<file path="src/rtl/rpn_pkg.sv">
// Shared constants and types for the calculator output path: ASCII codes,
// decimal place weights and the result formatter state encoding.
package rpn_pkg;

    localparam logic [7:0] ASCII_ZERO  = 8'h30;
    localparam logic [7:0] ASCII_MINUS = 8'h2D;
    localparam logic [7:0] ASCII_CR    = 8'h0D;
    localparam logic [7:0] ASCII_LF    = 8'h0A;

    localparam int NUM_DIGITS = 5;

    // POW10[k] is the weight of decimal place k, so place 4 is the leading digit.
    localparam logic [4:0][15:0] POW10 = {16'd10000, 16'd1000, 16'd100, 16'd10, 16'd1};

    typedef enum logic [2:0] {
        IDLE,
        CONV,
        SIGN,
        DIGIT,
        CR,
        LF
    } fmt_state_e;

    function automatic logic [7:0] digit_ascii(input logic [3:0] d);
        return ASCII_ZERO | {4'h0, d};
    endfunction

endpackage

</file>
<file path="src/rtl/result_formatter_bcd.sv">
// Binary to five-digit BCD by repeated subtraction of place weights; start
// loads a new value, done pulses for one cycle once every place is settled.
module bcd_extract
    import rpn_pkg::*;
(
    input  logic            clk,
    input  logic            rst,
    input  logic            start_i,
    input  logic [15:0]     value_i,
    output logic            done_o,
    output logic [4:0][3:0] digits_o
);

    logic            active_q, active_d;
    logic [15:0]     rem_q, rem_d;
    logic [2:0]      place_q, place_d;
    logic [3:0]      cnt_q, cnt_d;
    logic [4:0][3:0] digits_q, digits_d;
    logic            done_q, done_d;

    always_comb begin
        active_d = active_q;
        rem_d    = rem_q;
        place_d  = place_q;
        cnt_d    = cnt_q;
        digits_d = digits_q;
        done_d   = 1'b0;
        if (start_i) begin
            active_d = 1'b1;
            rem_d    = value_i;
            place_d  = 3'd4;
            cnt_d    = 4'd0;
        end else if (active_q) begin
            if (rem_q >= POW10[place_q]) begin
                rem_d = rem_q - POW10[place_q];
                cnt_d = cnt_q + 4'd1;
            end else begin
                // Remainder below this weight: the count is final for this place.
                digits_d[place_q] = cnt_q;
                cnt_d = 4'd0;
                if (place_q == 3'd0) begin
                    active_d = 1'b0;
                    done_d   = 1'b1;
                end else begin
                    place_d = place_q - 3'd1;
                end
            end
        end
    end

    always_ff @(posedge clk) begin
        if (rst) begin
            active_q <= 1'b0;
            rem_q    <= '0;
            place_q  <= '0;
            cnt_q    <= '0;
            digits_q <= '0;
            done_q   <= 1'b0;
        end else begin
            active_q <= active_d;
            rem_q    <= rem_d;
            place_q  <= place_d;
            cnt_q    <= cnt_d;
            digits_q <= digits_d;
            done_q   <= done_d;
        end
    end

    assign done_o   = done_q;
    assign digits_o = digits_q;

endmodule

</file>
<file path="src/rtl/result_formatter.sv">
// Turns a 16-bit result into an ASCII decimal line (optional '-', digits,
// CR/LF) and streams it one byte at a time over a valid/ready handshake.
//
// state | meaning
// IDLE  | waiting for res_ready; tx_valid low
// CONV  | bcd_extract running on the captured magnitude
// SIGN  | offering '-'
// DIGIT | offering digits from the leading non-zero one down to the units
// CR    | offering carriage return
// LF    | offering line feed; line ends when it transfers
module result_formatter
    import rpn_pkg::*;
#(
    parameter int SIGNED   = 1,
    parameter int EOL_CRLF = 1
) (
    input  logic        clk,
    input  logic        rst,
    input  logic        res_ready,
    input  logic [15:0] res_value,
    output logic [7:0]  tx_data,
    output logic        tx_valid,
    input  logic        tx_ready,
    output logic        busy,
    output logic        dropped
);

    fmt_state_e      state_q;
    logic [7:0]      tx_data_q;
    logic            tx_valid_q;
    logic            busy_q;
    logic            dropped_q;
    logic            sign_q;
    logic [2:0]      idx_q;

    logic            cap_sign;
    logic [15:0]     magnitude;
    logic            capture;
    logic            bcd_done;
    logic [4:0][3:0] digits;
    logic [2:0]      lead;

    assign cap_sign  = (SIGNED != 0) && res_value[15];
    assign magnitude = cap_sign ? (16'd0 - res_value) : res_value;
    assign capture   = (state_q == IDLE) && res_ready;

    bcd_extract u_bcd (
        .clk      (clk),
        .rst      (rst),
        .start_i  (capture),
        .value_i  (magnitude),
        .done_o   (bcd_done),
        .digits_o (digits)
    );

    // Highest non-zero place; a zero magnitude falls back to the units place.
    always_comb begin
        lead = 3'd0;
        for (int k = 0; k < NUM_DIGITS; k++) begin
            if (digits[k] != 4'd0) lead = 3'(k);
        end
    end

    always_ff @(posedge clk) begin
        if (rst) begin
            state_q    <= IDLE;
            tx_data_q  <= 8'h00;
            tx_valid_q <= 1'b0;
            busy_q     <= 1'b0;
            dropped_q  <= 1'b0;
            sign_q     <= 1'b0;
            idx_q      <= '0;
        end else begin
            dropped_q <= res_ready && busy_q;
            case (state_q)
                IDLE: begin
                    if (res_ready) begin
                        sign_q  <= cap_sign;
                        busy_q  <= 1'b1;
                        state_q <= CONV;
                    end
                end
                CONV: begin
                    if (bcd_done) begin
                        idx_q      <= lead;
                        tx_valid_q <= 1'b1;
                        if (sign_q) begin
                            state_q   <= SIGN;
                            tx_data_q <= ASCII_MINUS;
                        end else begin
                            state_q   <= DIGIT;
                            tx_data_q <= digit_ascii(digits[lead]);
                        end
                    end
                end
                SIGN: begin
                    if (tx_ready) begin
                        state_q   <= DIGIT;
                        tx_data_q <= digit_ascii(digits[idx_q]);
                    end
                end
                DIGIT: begin
                    if (tx_ready) begin
                        if (idx_q == 3'd0) begin
                            if (EOL_CRLF != 0) begin
                                state_q   <= CR;
                                tx_data_q <= ASCII_CR;
                            end else begin
                                state_q   <= LF;
                                tx_data_q <= ASCII_LF;
                            end
                        end else begin
                            idx_q     <= idx_q - 3'd1;
                            tx_data_q <= digit_ascii(digits[idx_q - 3'd1]);
                        end
                    end
                end
                CR: begin
                    if (tx_ready) begin
                        state_q   <= LF;
                        tx_data_q <= ASCII_LF;
                    end
                end
                LF: begin
                    if (tx_ready) begin
                        state_q    <= IDLE;
                        tx_data_q  <= 8'h00;
                        tx_valid_q <= 1'b0;
                        busy_q     <= 1'b0;
                    end
                end
                default: begin
                    state_q    <= IDLE;
                    tx_data_q  <= 8'h00;
                    tx_valid_q <= 1'b0;
                    busy_q     <= 1'b0;
                end
            endcase
        end
    end

    assign tx_data  = tx_data_q;
    assign tx_valid = tx_valid_q;
    assign busy     = busy_q;
    assign dropped  = dropped_q;

endmodule

</file>
<file path="config.mk">
export PLATFORM = sky130hd
export DESIGN_NAME = result_formatter
export DESIGN_NICKNAME = d
export VERILOG_FILES = /design/src/rtl/rpn_pkg.sv /design/src/rtl/result_formatter_bcd.sv /design/src/rtl/result_formatter.sv
export SDC_FILE = /design/constraint.sdc
export NUM_CORES = 1
export LEC_CHECK = 0
export CORE_ASPECT_RATIO = 0.9
export CORE_MARGIN = 3
export CORE_UTILIZATION = 45
export DETAILED_ROUTE_END_ITERATION = 8
export GPL_TIMING_DRIVEN = 0
export PLACE_DENSITY_LB_ADDON = 0.2
export SLEW_MARGIN = 20
export SYNTH_ARGS = -nofsm -noshare
export SYNTH_HDL_FRONTEND = slang
export SYNTH_HIERARCHICAL = 1
export SYNTH_SLANG_ARGS = --single-unit
</file>
<file path="constraint.sdc">
create_clock -name clk -period 4.4 [get_ports clk]
set_input_delay 0.66 -clock clk [delete_from_list [all_inputs] [get_ports clk]]
set_output_delay 0.66 -clock clk [all_outputs]
set_load 0.05 [all_outputs]
</file>
# Word-level counts from Yosys, hierarchy flattened
# Memory sizes are Yosys's and may differ from the RTL's.
# Cells that the tools add are included.
[op_classes]
n_addsub = 5
n_lt_le_gt_ge = 6
eq_ne = 15
muxes = 54
bitwise = 7
reduce_logical = 27
[op_table]
columns = ["operator", "n"]
rows = [
  ["$mux 16", 5],
  ["$pmux 8 s6", 1],
  ["$mux 3", 15],
  ["$mux 8", 5],
  ["$bmux 4 s3", 3],
  ["$bwmux 20", 1],
  ["$mux 4", 5],
  ["$ne 2x2->1 const B", 9],
  ["$pmux 3 s6", 1],
  ["$ge 16x16->1", 1],
  ["$lt 3x4->1 const B", 4],
  ["$reduce_bool 4->1", 4],
  ["$sub 1x16->16 const A", 1],
  ["$sub 16x16->16", 1],
  ["$reduce_and 3->1", 5],
  ["$demux 4 s3", 1],
  ["$reduce_or 4->1", 3],
  ["$mux 1", 10],
  ["$logic_not 3->1", 3],
  ["$not 1->1", 7],
  ["$reduce_and 7->1", 1],
  ["$eq 3x2->1 const B", 2],
  ["$eq 3x3->1 const B", 2],
  ["$mux 6", 1],
  ["15 further kinds", 23],
]
[totals]
ff_bits = 63
romBits = 128
out_inout_bits = 11
wordCells = 133
memories = 1
[mem_list]
columns = ["memory", "depth", "word_bits", "rd", "rd_ports_with_merged_regs", "wr", "line", "text"]
rows = [
  ["(no name shown)", 8, 16, 1, 0, 0, "result_formatter_bcd.sv:34", "if (rem_q >= POW10[place_q]) begin"],
]

# Depth between registers and ports, before layout
# Gate-level depths: netlist (run 1).
[depth]
depth_word = 10
depth_mapped = 14

# Cells and area by module
# The synthesis (run 1) kept the hierarchy.
[modules_own_cells]
columns = ["mod", "n_inst", "cells_per_inst", "area_per_inst_um2", "seq_area_each_um2"]
rows = [
  ["bcd_extract", 1, 336, 2778.9, 900.9],
  ["result_formatter", 1, 232, 1804.2, 320.3],
]

# Least setup slack after synthesis (run 1)
# OpenSTA, ideal clock, no wires.
[synth_path]
path_type = "reg2reg"
from = "register u_bcd.place_q[0]"
to = "register u_bcd.rem_q[11]"
setup_time_ns = 0.091
arrival_time_ns = 3.124
required_ns = 4.309
slack_ns = 1.185
stages_incl_launch_ff = 14
n_path_buf = 1
path_cell_list = "dfxtp_1 -> inv_1 -> ha_1 -> nand2_1 -> inv_1 -> ha_1 -> fa_1 -> nor2b_1 -> o21a_1 -> o2111ai_2 -> and3_4 -> buf_6 -> or4_1 -> a311oi_1"
[synth_between]
elab_chain_len = 6
elab_cells_between_ends = 9
[synth_rtl]
columns = ["element", "line", "text"]
rows = [
  ["from (decl)", "result_formatter_bcd.sv:16", "logic [2:0] place_q, place_d;"],
  ["from (signal assigned)", "result_formatter_bcd.sv:62", "place_q <= place_d;"],
  ["$mem_v2 8x16 *", "n/a", ""],
  ["$mux 16 (not written as such) *", "result_formatter_bcd.sv:35", "rem_d = rem_q - POW10[place_q];"],
  ["$sub 16x16->16", "result_formatter_bcd.sv:35", ""],
  ["$mux 16", "result_formatter_bcd.sv:34", ""],
  ["$mux 16", "result_formatter_bcd.sv:33", "end else if (active_q) begin"],
  ["$mux 16", "result_formatter_bcd.sv:28", "if (start_i) begin"],
  ["to (signal assigned)", "result_formatter_bcd.sv:61", "rem_q <= rem_d;"],
  ["to (decl)", "result_formatter_bcd.sv:15", "logic [15:0] rem_q, rem_d;"],
]
# Mark *: on every way between the ends. The rest lies on a longest branch, timed or not. The select of a mux whose other input is x is not followed.
# A chain may end at the register's enable or synchronous reset.

# Worst setup path in the final report (run 1)
[layout_path]
from = "register u_bcd.place_q[2]"
to = "register u_bcd.digits_q (netlist bit u_bcd/digits_o[4])"
[layout_between]
elab_chain_len = 5
elab_cells_between_ends = 11
[layout_rtl]
columns = ["element", "line", "text"]
rows = [
  ["$mem_v2 8x16, or another cell as far along", "n/a", ""],
  ["$mux 16 / $logic_and 1x1->1 (equally long branches)", "n/a", ""],
  ["$ge 16x16->1 / $mux 4 (equally long branches)", "result_formatter_bcd.sv:34, result_formatter_bcd.sv:39", ""],
  ["$not 1->1 (no source line) / $demux 4 s3 (equally long branches)", "n/a", ""],
  ["$reduce_and 3->1 (no source line) / $bwmux 20 (equally long branches)", "n/a", ""],
  ["to (signal assigned)", "result_formatter_bcd.sv:64", "digits_q <= digits_d;"],
  ["to (decl)", "result_formatter_bcd.sv:18", "logic [4:0][3:0] digits_q, digits_d;"],
]
# Parallel ways exist; a longest one is shown, timed or not. The select of a mux whose other input is x is not followed.

==> results.json, run 1 <==
{
  "outcome": "completed",
  "core_area_sq_um": 9780,
  "cp_cell_sequence": "clkinv_1, nand2_1, inv_1, ha_1, fa_1, nor2b_1, o21a_1, o21a_1, o21a_1, clkbuf_1, clkbuf_1, o21ai_0, a21oi_1",
  "grt_pass1_wl_microns": 21500,
  "ys.flop_type": "dfxtp_1",
  "async_flop_share_pct": 0,
  "dr.pass1.iters": 5,
  "synth_area_per_cell_sq_um": 8.07,
  "synthesis.instances": 568,
  "ys_ff_latch": 61,
  "dr.first_iter.drc_count": 361,
  "synth_cell_types": 72,
  "drv_slew": 0,
  "hold_viol_final": 0,
  "critPathKind": "register to register",
  "synth.area.top_cells": "dfxtp_1 27%, ha_1 5.7%, a21oi_1 4.5%",
  "slowest_stage": "fa_1",
  "vias": 4641,
  "clkLatencyLatePin_ns": 0.33,
  "slew_headroom_pct": 51.4,
  "vdd_drop_max_mv": 0.268,
  "num_rows": 34,
  "seq_area_sq_um": 1220,
  "start_util_pct": 46.8,
  "leakage_nw": 1.89,
  "clock_sinks": 61,
  "worstMarginPinSlew_ns": 0.722,
  "fp.dieW_microns": 112,
  "multiInputGateArea_sq_um": 3120,
  "drt_wl_total_microns": 13400,
  "finalSetupViolCount": 0,
  "overflow": 0,
  "cp-start-kind": "register",
  "worst_ep_required_time_ns": 4.65,
  "layout-drive-gt1-share_pct": 8.32,
  "min_path_type": "register to register",
  "track_usage_pct": 23.6,
  "fill_cells": 933,
  "dieArea_sq_um": 11400,
  "clock_skew_ns": 0.00619,
  "routabilityCongestion": 0.894,
  "timing.fmax_mhz": 263,
  "tns_ns": 0,
  "timing.hold.ws_ns": 0.453,
  "diodes": 0,
  "path_buf_inv": 4,
  "cts.repair.resized": 0,
  "clock_path_buffers": 2,
  "antenna_left": 0,
  "ys_seq_area_share_pct": 26.6,
  "postCtsSetupBuffers": 0,
  "wl_per_cell_microns": 18.2,
  "synth_edf_count": 0,
  "io_pins": 31,
  "port_buffers": 28,
  "yosys_warnings": 6,
  "cts_inserted_buffers": 9,
  "antenna_found_initial": 0,
  "cts.clk_slew.worst_paths_ns": 0.05,
  "layout.nets": 650,
  "layout_commonest_cell": "dfxtp_1",
  "slowest_delay_ns": 0.47,
  "critPathMostFrequentCell": "o21a_1",
  "die_h_microns": 102,
  "h-tree-depth": 3,
  "layout_common_cells": "61 x dfxtp_1, 49 x nor2_1, 43 x nand2_1",
  "p_per_area_nw_per_um2": 533,
  "cts_root_buffer": "clkbuf_16",
  "finalCritPeriodShare_pct": 86.5,
  "dp_hpwl_microns": 10100,
  "endpoint_kind": "register",
  "grt_pass1_vias": 4212,
  "cts_tree": "done",
  "detail_route.vias_per_cell": 6.28,
  "path_delay_family": "buffers and inverters",
  "min_period_ns": 3.81,
  "synth_area_leader_cell": "dfxtp_1",
  "grt_setup_unrepaired": "false",
  "grt_start_max_net_pins": 13,
  "synth_top_area_share_pct": 26.6,
  "cts_hold_buffers": 0,
  "route.detailed.drc": 0,
  "synth_area_sq_um": 4580,
  "arrival_ns": 4.06,
  "area_growth_pct": 16.1,
  "cp_max_fo": 12,
  "maxCapViolations": 0
}
-- cell usage after synthesis, types with 3 or more instances --
library cell and count:
ha_1 21, o22ai_1 6, a21oi_1 41, o21ai_0 28
clkbuf_1 19, or2_2 5, nor2b_1 5, nor4_1 11
or3_1 4, nand2b_1 17, xnor2_1 17, nand3b_1 7
nand4_1 9, nor3_1 14, nand3_1 25, or3b_1 3
mux4_2 4, a221oi_1 5, inv_1 21, a31oi_1 9
and4_1 3, o41ai_1 4, o211a_1 3, xor2_1 4
mux2i_1 18, and2_1 3, a211oi_1 11, o21a_1 9
or4_1 5, nor2_1 49, nor4b_1 7, a311oi_1 3
buf_2 8, a32oi_1 5, a221o_1 3, nand2_1 43
buf_4 3, o31ai_1 9, dfxtp_1 61
-- cells by family (layout without fill, tap and decap cells) --
group | Yosys count | after routing | share of synthesized area [%]
simple gates | 219 | 219 | 25.6
compound gates | 163 | 163 | 24.7
flops | 61 | 61 | 26.6
buf+inv | 55 | 99 | 5.30
mux | 26 | 26 | 7.53
fa+ha+maj | 22 | 22 | 6.17
xor+xnor | 21 | 21 | 4.01
other cells | 1 | 2 | 0.0818
-- state kept, by name, summed over array words and instances, names as in the netlist --
name and flops:
idx_q 3, busy 1, u_bcd/place_q 3, u_bcd/cnt_q 4, state_q 3, sign_q 1
u_bcd/rem_q 16, u_bcd/active_q 1, tx_valid 1, u_bcd/digits_o 20, dropped 1, tx_data 6
u_bcd/done_o 1
-- worst min-delay path: stages, from the launching register on --
cell and delay (ns):
dfxtp_1 0.30, nand2_1 0.05, a21oi_1 0.05
-- final timing paths --
kind                                       start  slack [ns]                end  depth (start not counted)
worst max-delay path            u_bcd/place_q[2]        0.59  u_bcd/digits_o[4]                         13
worst min-delay path                  tx_data[4]        0.45         tx_data[4]                          2
worst max register to register  u_bcd/place_q[2]        0.59  u_bcd/digits_o[4]                         13
worst min register to register        tx_data[4]        0.45         tx_data[4]                          2
-- power by group --
| part | internal, mW | leakage (nW) | switching (mW) | total [mW] |
|---|---|---|---|---|
| sequential | 0.632 | 0.496 | 0.0628 | 0.694 |
| clock | 0.441 | 0.148 | 0.259 | 0.699 |
| combinational | 0.549 | 1.24 | 0.894 | 1.44 |
| total | 1.62 | 1.89 | 1.22 | 2.84 |
-- metrics by stage --
stage | setup slack, ns | utilization [%] | power (mW) | std cells | area (sq um)
after floorplan | 1.19 | - | 1.77 | 569 | 4590
after global placement | 0.742 | 51.4 | 2.08 | 723 | 5020
after detailed placement | 0.716 | 51.4 | 2.10 | 723 | 5020
after CTS | 0.653 | 54.4 | 2.82 | 739 | 5320
after global routing | 0.300 | 54.4 | 3.05 | 739 | 5320
final | 0.594 | 54.4 | 2.84 | 739 | 5320
-- final cells by class --
cell class,count,share of cell area [%]
buffer,32,2.94
clock buffer,13,5.27
clock inverter,3,0.329
inverter,23,1.62
multi-input combinational,453,58.7
sequential,61,22.9
tap,126,2.96
timing repair buffer,28,5.27
-- metal layers --
metal	up-vias	part of all wire, %	wire length (microns)	track usage (%)
met2	175	44	5930	37.2
met1	2221	46	6230	32.2
met3	19	7.9	1060	6.09
met4	0	1.4	187	7.02
met5	-	0	0	0
li1	2226	-	-	-
Power figures use the tool's default switching activity.
==> inputs of run 2 (changes only) <==
--- a/config.mk
+++ b/config.mk
@@ -6,7 +6,7 @@
 export NUM_CORES = 1
 export LEC_CHECK = 0
 export CORE_ASPECT_RATIO = 0.9
-export CORE_MARGIN = 3
+export CORE_MARGIN = 4
 export CORE_UTILIZATION = 45
 export DETAILED_ROUTE_END_ITERATION = 8
 export GPL_TIMING_DRIVEN = 0
==> run 2 against run 1 <==
  * Critical path depth unchanged
  * Via count is 1.1% lower
  * Critical path type unchanged
  * First-iteration DRC count increased by 4.4%
  * Clock skew rose by 0.0011 ns
  * Sequential share of layout area down 0.18 points
  * Sequential cell count is the same
==> results.json, run 2 (synthesis gave the netlist of run 1 again) <==
{
  "outcome": "completed",
  "vias": 4592,
  "area_growth_pct": 17.1,
  "drt_wl_total_microns": 13100,
  "fin_util_pct": 54.8,
  "layout-drive-gt1-share_pct": 8.16,
  "hold_depth": 2,
  "tns_ns": 0,
  "vdd_drop_max_mv": 0.223,
  "dieArea_sq_um": 11900,
  "path_delay_family": "buffers and inverters",
  "route.detailed.drc": 0,
  "postCtsSetupBuffers": 0,
  "dr.first_iter.drc_count": 377,
  "detail_route.vias_per_cell": 6.21,
  "min_path_type": "register to register",
  "hold_viol_final": 0,
  "crit_cells": 13,
  "slowest_delay_ns": 0.46,
  "antenna_found_initial": 0,
  "die_h_microns": 104,
  "timing.reg2reg.setup_slack_ns": 0.57,
  "critPathMostFrequentCell": "o21a_1",
  "endpoint_kind": "register",
  "worst_ep_required_time_ns": 4.64,
  "layout.nets": 650,
  "h-tree-depth": 3,
  "clock_skew_ns": 0.00731,
  "slowest_stage": "fa_1",
  "drv_slew": 0,
  "cp_max_fo": 12,
  "cts.clk_slew.worst_paths_ns": 0.06,
  "path_buf_inv": 4,
  "cts.repair.resized": 0,
  "largest_register_ffs": 20,
  "reg2reg_depth": 13,
  "clkLatencyLatePin_ns": 0.33,
  "overflow": 0,
  "slew_headroom_pct": 45.9,
  "num_rows": 34,
  "layout_commonest_cell": "dfxtp_1",
  "cp-start-kind": "register",
  "fp.dieW_microns": 114,
  "dr.pass1.iters": 5,
  "port_buffers": 28,
  "clock_sinks": 61,
  "clock_path_buffers": 2,
  "routabilityCongestion": 0.881,
  "cp_cell_sequence": "clkinv_1, nand2_1, inv_1, ha_1, fa_1, nor2b_1, o21a_1, o21a_1, o21a_1, clkbuf_1, clkbuf_1, o21ai_0, a21oi_1",
  "io_pins": 31,
  "layout_common_cells": "61 x dfxtp_1, 49 x nor2_1, 43 x nand2_1",
  "leakage_nw": 1.90,
  "power_mw": 2.93,
  "dp_hpwl_microns": 9900,
  "cts_inserted_buffers": 9,
  "p_per_area_nw_per_um2": 546,
  "critPathKind": "register to register",
  "min_period_ns": 3.83,
  "finalSetupViolCount": 0,
  "antenna_left": 0,
  "wl_per_cell_microns": 17.8,
  "cts_tree": "done",
  "arrival_ns": 4.07,
  "diodes": 0,
  "maxCapViolations": 0,
  "start_util_pct": 46.8,
  "grt_pass1_wl_microns": 21600,
  "cts_root_buffer": "clkbuf_16",
  "cts_hold_buffers": 0,
  "finalCritPeriodShare_pct": 87.1,
  "track_usage_pct": 22.1,
  "timing.fmax_mhz": 261,
  "grt_pass1_vias": 4431,
  "core_area_sq_um": 9780,
  "worstMarginPinSlew_ns": 0.804,
  "grt_start_max_net_pins": 13,
  "grt_setup_unrepaired": "false"
}
==> run 2: worst register-to-register path: stages (launching register included) <==
cell	delay (ns)
dfxtp_1	0.39
clkinv_1	0.38
nand2_1	0.30
inv_1	0.12
ha_1	0.23
fa_1	0.46
nor2b_1	0.24
o21a_1	0.27
o21a_1	0.19
o21a_1	0.12
clkbuf_1	0.36
clkbuf_1	0.38
o21ai_0	0.16
a21oi_1	0.16
==> run 2: path summary, 6_finish.rpt <==
| kind | endpoint | from |
|---|---|---|
| max | u_bcd/digits_o[13] | u_bcd/place_q[2] |
| min | tx_data[4] | tx_data[4] |
| max reg2reg | u_bcd/digits_o[13] | u_bcd/place_q[2] |
| min reg2reg | tx_data[4] | tx_data[4] |
==> run 2: per-layer routing <==
layer / wire (microns) / GRT usage, % / part of all wire (%)
met1: 5590 / 28.1 / 42
met2: 6450 / 37.6 / 49
met4: 204 / 6.79 / 1.6
met3: 910 / 4.20 / 6.9
met5: 0 / 0 / 0
==> run 2: area by class of cell <==
type,count,area (sq um)
repair buffers,28,280
inverters,23,86.3
fillers,943,4420
flip-flops and latches,61,1220
multi-input cells,453,3120
plain buffers,32,156
clock buffers,10,229
well taps,126,158
clock inverters,6,111
==> run 2: metrics by stage <==
stage               worst slack (ns)  area, sq um  cells  hold WS, ns
finish                         0.569         5370    739        0.463
detailed placement             0.694         5020    723        0.457
floorplan                       1.19         4590    569        0.459
global placement               0.718         5020    723        0.446
global route                   0.269         5370    739        0.492
CTS                            0.613         5370    739        0.466
==> run 2: power breakdown <==
group | switching [mW] | total, mW | leakage (nW) | internal, mW
Clock | 0.262 | 0.815 | 0.163 | 0.553
Combinational | 0.873 | 1.42 | 1.24 | 0.549
Sequential | 0.0630 | 0.694 | 0.496 | 0.632
==> inputs of run 3 (changes only) <==
--- a/config.mk
+++ b/config.mk
@@ -8,10 +8,9 @@
 export CORE_ASPECT_RATIO = 0.9
 export CORE_MARGIN = 4
 export CORE_UTILIZATION = 45
+export CTS_CLUSTER_SIZE = 30
 export DETAILED_ROUTE_END_ITERATION = 8
-export GPL_TIMING_DRIVEN = 0
 export PLACE_DENSITY_LB_ADDON = 0.2
-export SLEW_MARGIN = 20
 export SYNTH_ARGS = -nofsm -noshare
 export SYNTH_HDL_FRONTEND = slang
 export SYNTH_HIERARCHICAL = 1
==> run 3 against run 2 <==
  * Utilization decreased by 1.9 points
  * Largest cell class unchanged
  * Count of clock-buffer cells in the layout stayed put
  * Register-to-register slack gained 0.14 ns
  * Critical path type unchanged
  * Combinational power shrank 5%
  * Highest routed layer unchanged
==> results.json, run 3 (synthesis gave the netlist of run 1 again) <==
{
  "outcome": "completed",
  "cp-endpoint": "u_bcd/rem_q[1]",
  "tns_ns": 0,
  "dr.pass1.iters": 5,
  "cts_root_buffer": "clkbuf_16",
  "min_path_type": "register to register",
  "layout-drive-gt1-share_pct": 7.03,
  "switchingPower_mw": 1.20,
  "num_rows": 34,
  "worstMarginPinSlew_ns": 0.834,
  "drv_slew": 0,
  "dp_hpwl_microns": 9340,
  "drt_wl_total_microns": 12800,
  "power_mw": 2.79,
  "cts_inserted_buffers": 9,
  "clock_sinks": 61,
  "slowest_delay_ns": 0.62,
  "seq_power_share_pct": 26.2,
  "cts.clk_slew.worst_paths_ns": 0.06,
  "overflow": 0,
  "dieArea_sq_um": 11900,
  "worst_ep_required_time_ns": 4.66,
  "vias": 4511,
  "cp_max_fo": 16,
  "slew_headroom_pct": 44.2,
  "routabilityCongestion": 0.946,
  "antenna_left": 0,
  "port_buffers": 28,
  "antenna_found_initial": 0,
  "grt_start_max_net_pins": 32,
  "grt_setup_unrepaired": "false",
  "start_util_pct": 46.8,
  "clkLatencyLatePin_ns": 0.33,
  "arrival_ns": 3.95,
  "p_per_area_nw_per_um2": 539,
  "h-tree-depth": 3,
  "layout_commonest_cell": "dfxtp_1",
  "clockPowerShare_pct": 25.3,
  "sw_frac_of_total_pct": 43.0,
  "route.detailed.drc": 0,
  "dr.first_iter.drc_count": 362,
  "grt_pass1_wl_microns": 21200,
  "fp.dieW_microns": 114,
  "cts_hold_buffers": 0,
  "vdd_drop_max_mv": 0.260,
  "cts_tree": "done",
  "fill_cells": 965,
  "slowest_stage": "nand3_1",
  "clock_path_buffers": 2,
  "r2r-end": "u_bcd/rem_q[1]",
  "track_usage_pct": 21.8,
  "leakage_nw": 1.81,
  "reg2reg_depth": 12,
  "layout.nets": 620,
  "r2r_start": "u_bcd/place_q[0]",
  "comb_power_share_pct": 48.5,
  "cp-startpoint": "u_bcd/place_q[0]",
  "diodes": 0,
  "finalCritPeriodShare_pct": 84.0,
  "timing.fmax_mhz": 271,
  "largest_register_ffs": 20,
  "finalSetupViolCount": 0,
  "min_period_ns": 3.69,
  "clock_skew_ns": 0.00599,
  "finalInstanceArea_sq_um": 5180,
  "cts.repair.resized": 0,
  "layout_common_cells": "61 x dfxtp_1, 49 x nor2_1, 43 x nand2_1",
  "detail_route.vias_per_cell": 6.36,
  "power.internal_mw": 1.59,
  "area_growth_pct": 12.9,
  "die_h_microns": 104,
  "cp_cell_sequence": "inv_1, ha_1, nand2_1, inv_1, ha_1, fa_1, nor2b_1, o21a_1, o2111ai_2, nand3_1, mux2_2, o22ai_1",
  "endpoint_kind": "register",
  "hold_viol_final": 0,
  "wl_per_cell_microns": 18.1,
  "cp-start-kind": "register",
  "postCtsSetupBuffers": 0,
  "io_pins": 31,
  "maxCapViolations": 0,
  "dpl_cell_area_sq_um": 4880,
  "timing.reg2reg.setup_slack_ns": 0.71,
  "core_area_sq_um": 9780,
  "critPathKind": "register to register",
  "grt_pass1_vias": 4274
}
-- run 3: critical path: cells and delay by family (launching register included) --
family / cells / cell delay (ns)
AND/OR/NAND/NOR: 3 / 1.00
adder cells (fa/ha/maj): 3 / 0.95
AO/OA/AOI/OAI: 3 / 0.53
flip-flops: 1 / 0.44
multiplexers: 1 / 0.42
buffers and inverters: 2 / 0.27
-- run 3: through the flow --
stage	worst slack, ns	util [%]	hold slack [ns]	instances
after floorplan	1.19	-	0.459	569
after global placement	0.916	49.9	0.431	693
after detailed placement	0.748	49.9	0.449	693
after CTS	0.722	52.9	0.457	709
after global routing	0.488	52.9	0.486	709
final	0.706	52.9	0.455	709
-- run 3: routing by layer --
metal / share of wire [%] / GRT usage, %
met1: 46 / 29.7
met2: 45 / 33.7
met5: 0 / 0
met3: 7.4 / 6.24
met4: 1.7 / 5.94
-- run 3: power groups by stage --
stage	Clock, mW	Combinational (mW)	Sequential (mW)
final	0.705	1.35	0.731
after global routing	0.743	1.50	0.743
after CTS	0.718	1.33	0.728
after detailed placement	0	1.32	0.738
after global placement	0	1.30	0.738
after floorplan	0	1.07	0.703
-- run 3: cell type report --
cell class	instances	area (sq um)	area share (%)
clock buffers	10	229	4.42
clock inverters	6	62.6	1.21
flip-flops and latches	61	1220	23.6
repair buffers	30	290	5.61
inverters	23	86.3	1.67
well taps	126	158	3.05
multi-input cells	453	3130	60.5
-- run 3: how the worst min path moves through the flow --
stage / start / end / cells after the start
2_1_floorplan: u_bcd/rem_q[6] / u_bcd/rem_q[6] / 2
3_3_place_gp: busy / dropped / 2
3_5_place_dp: tx_data[4] / tx_data[4] / 2
4_1_cts: tx_data[4] / tx_data[4] / 2
5_1_grt: tx_data[4] / tx_data[4] / 2
6_report: busy / dropped / 2
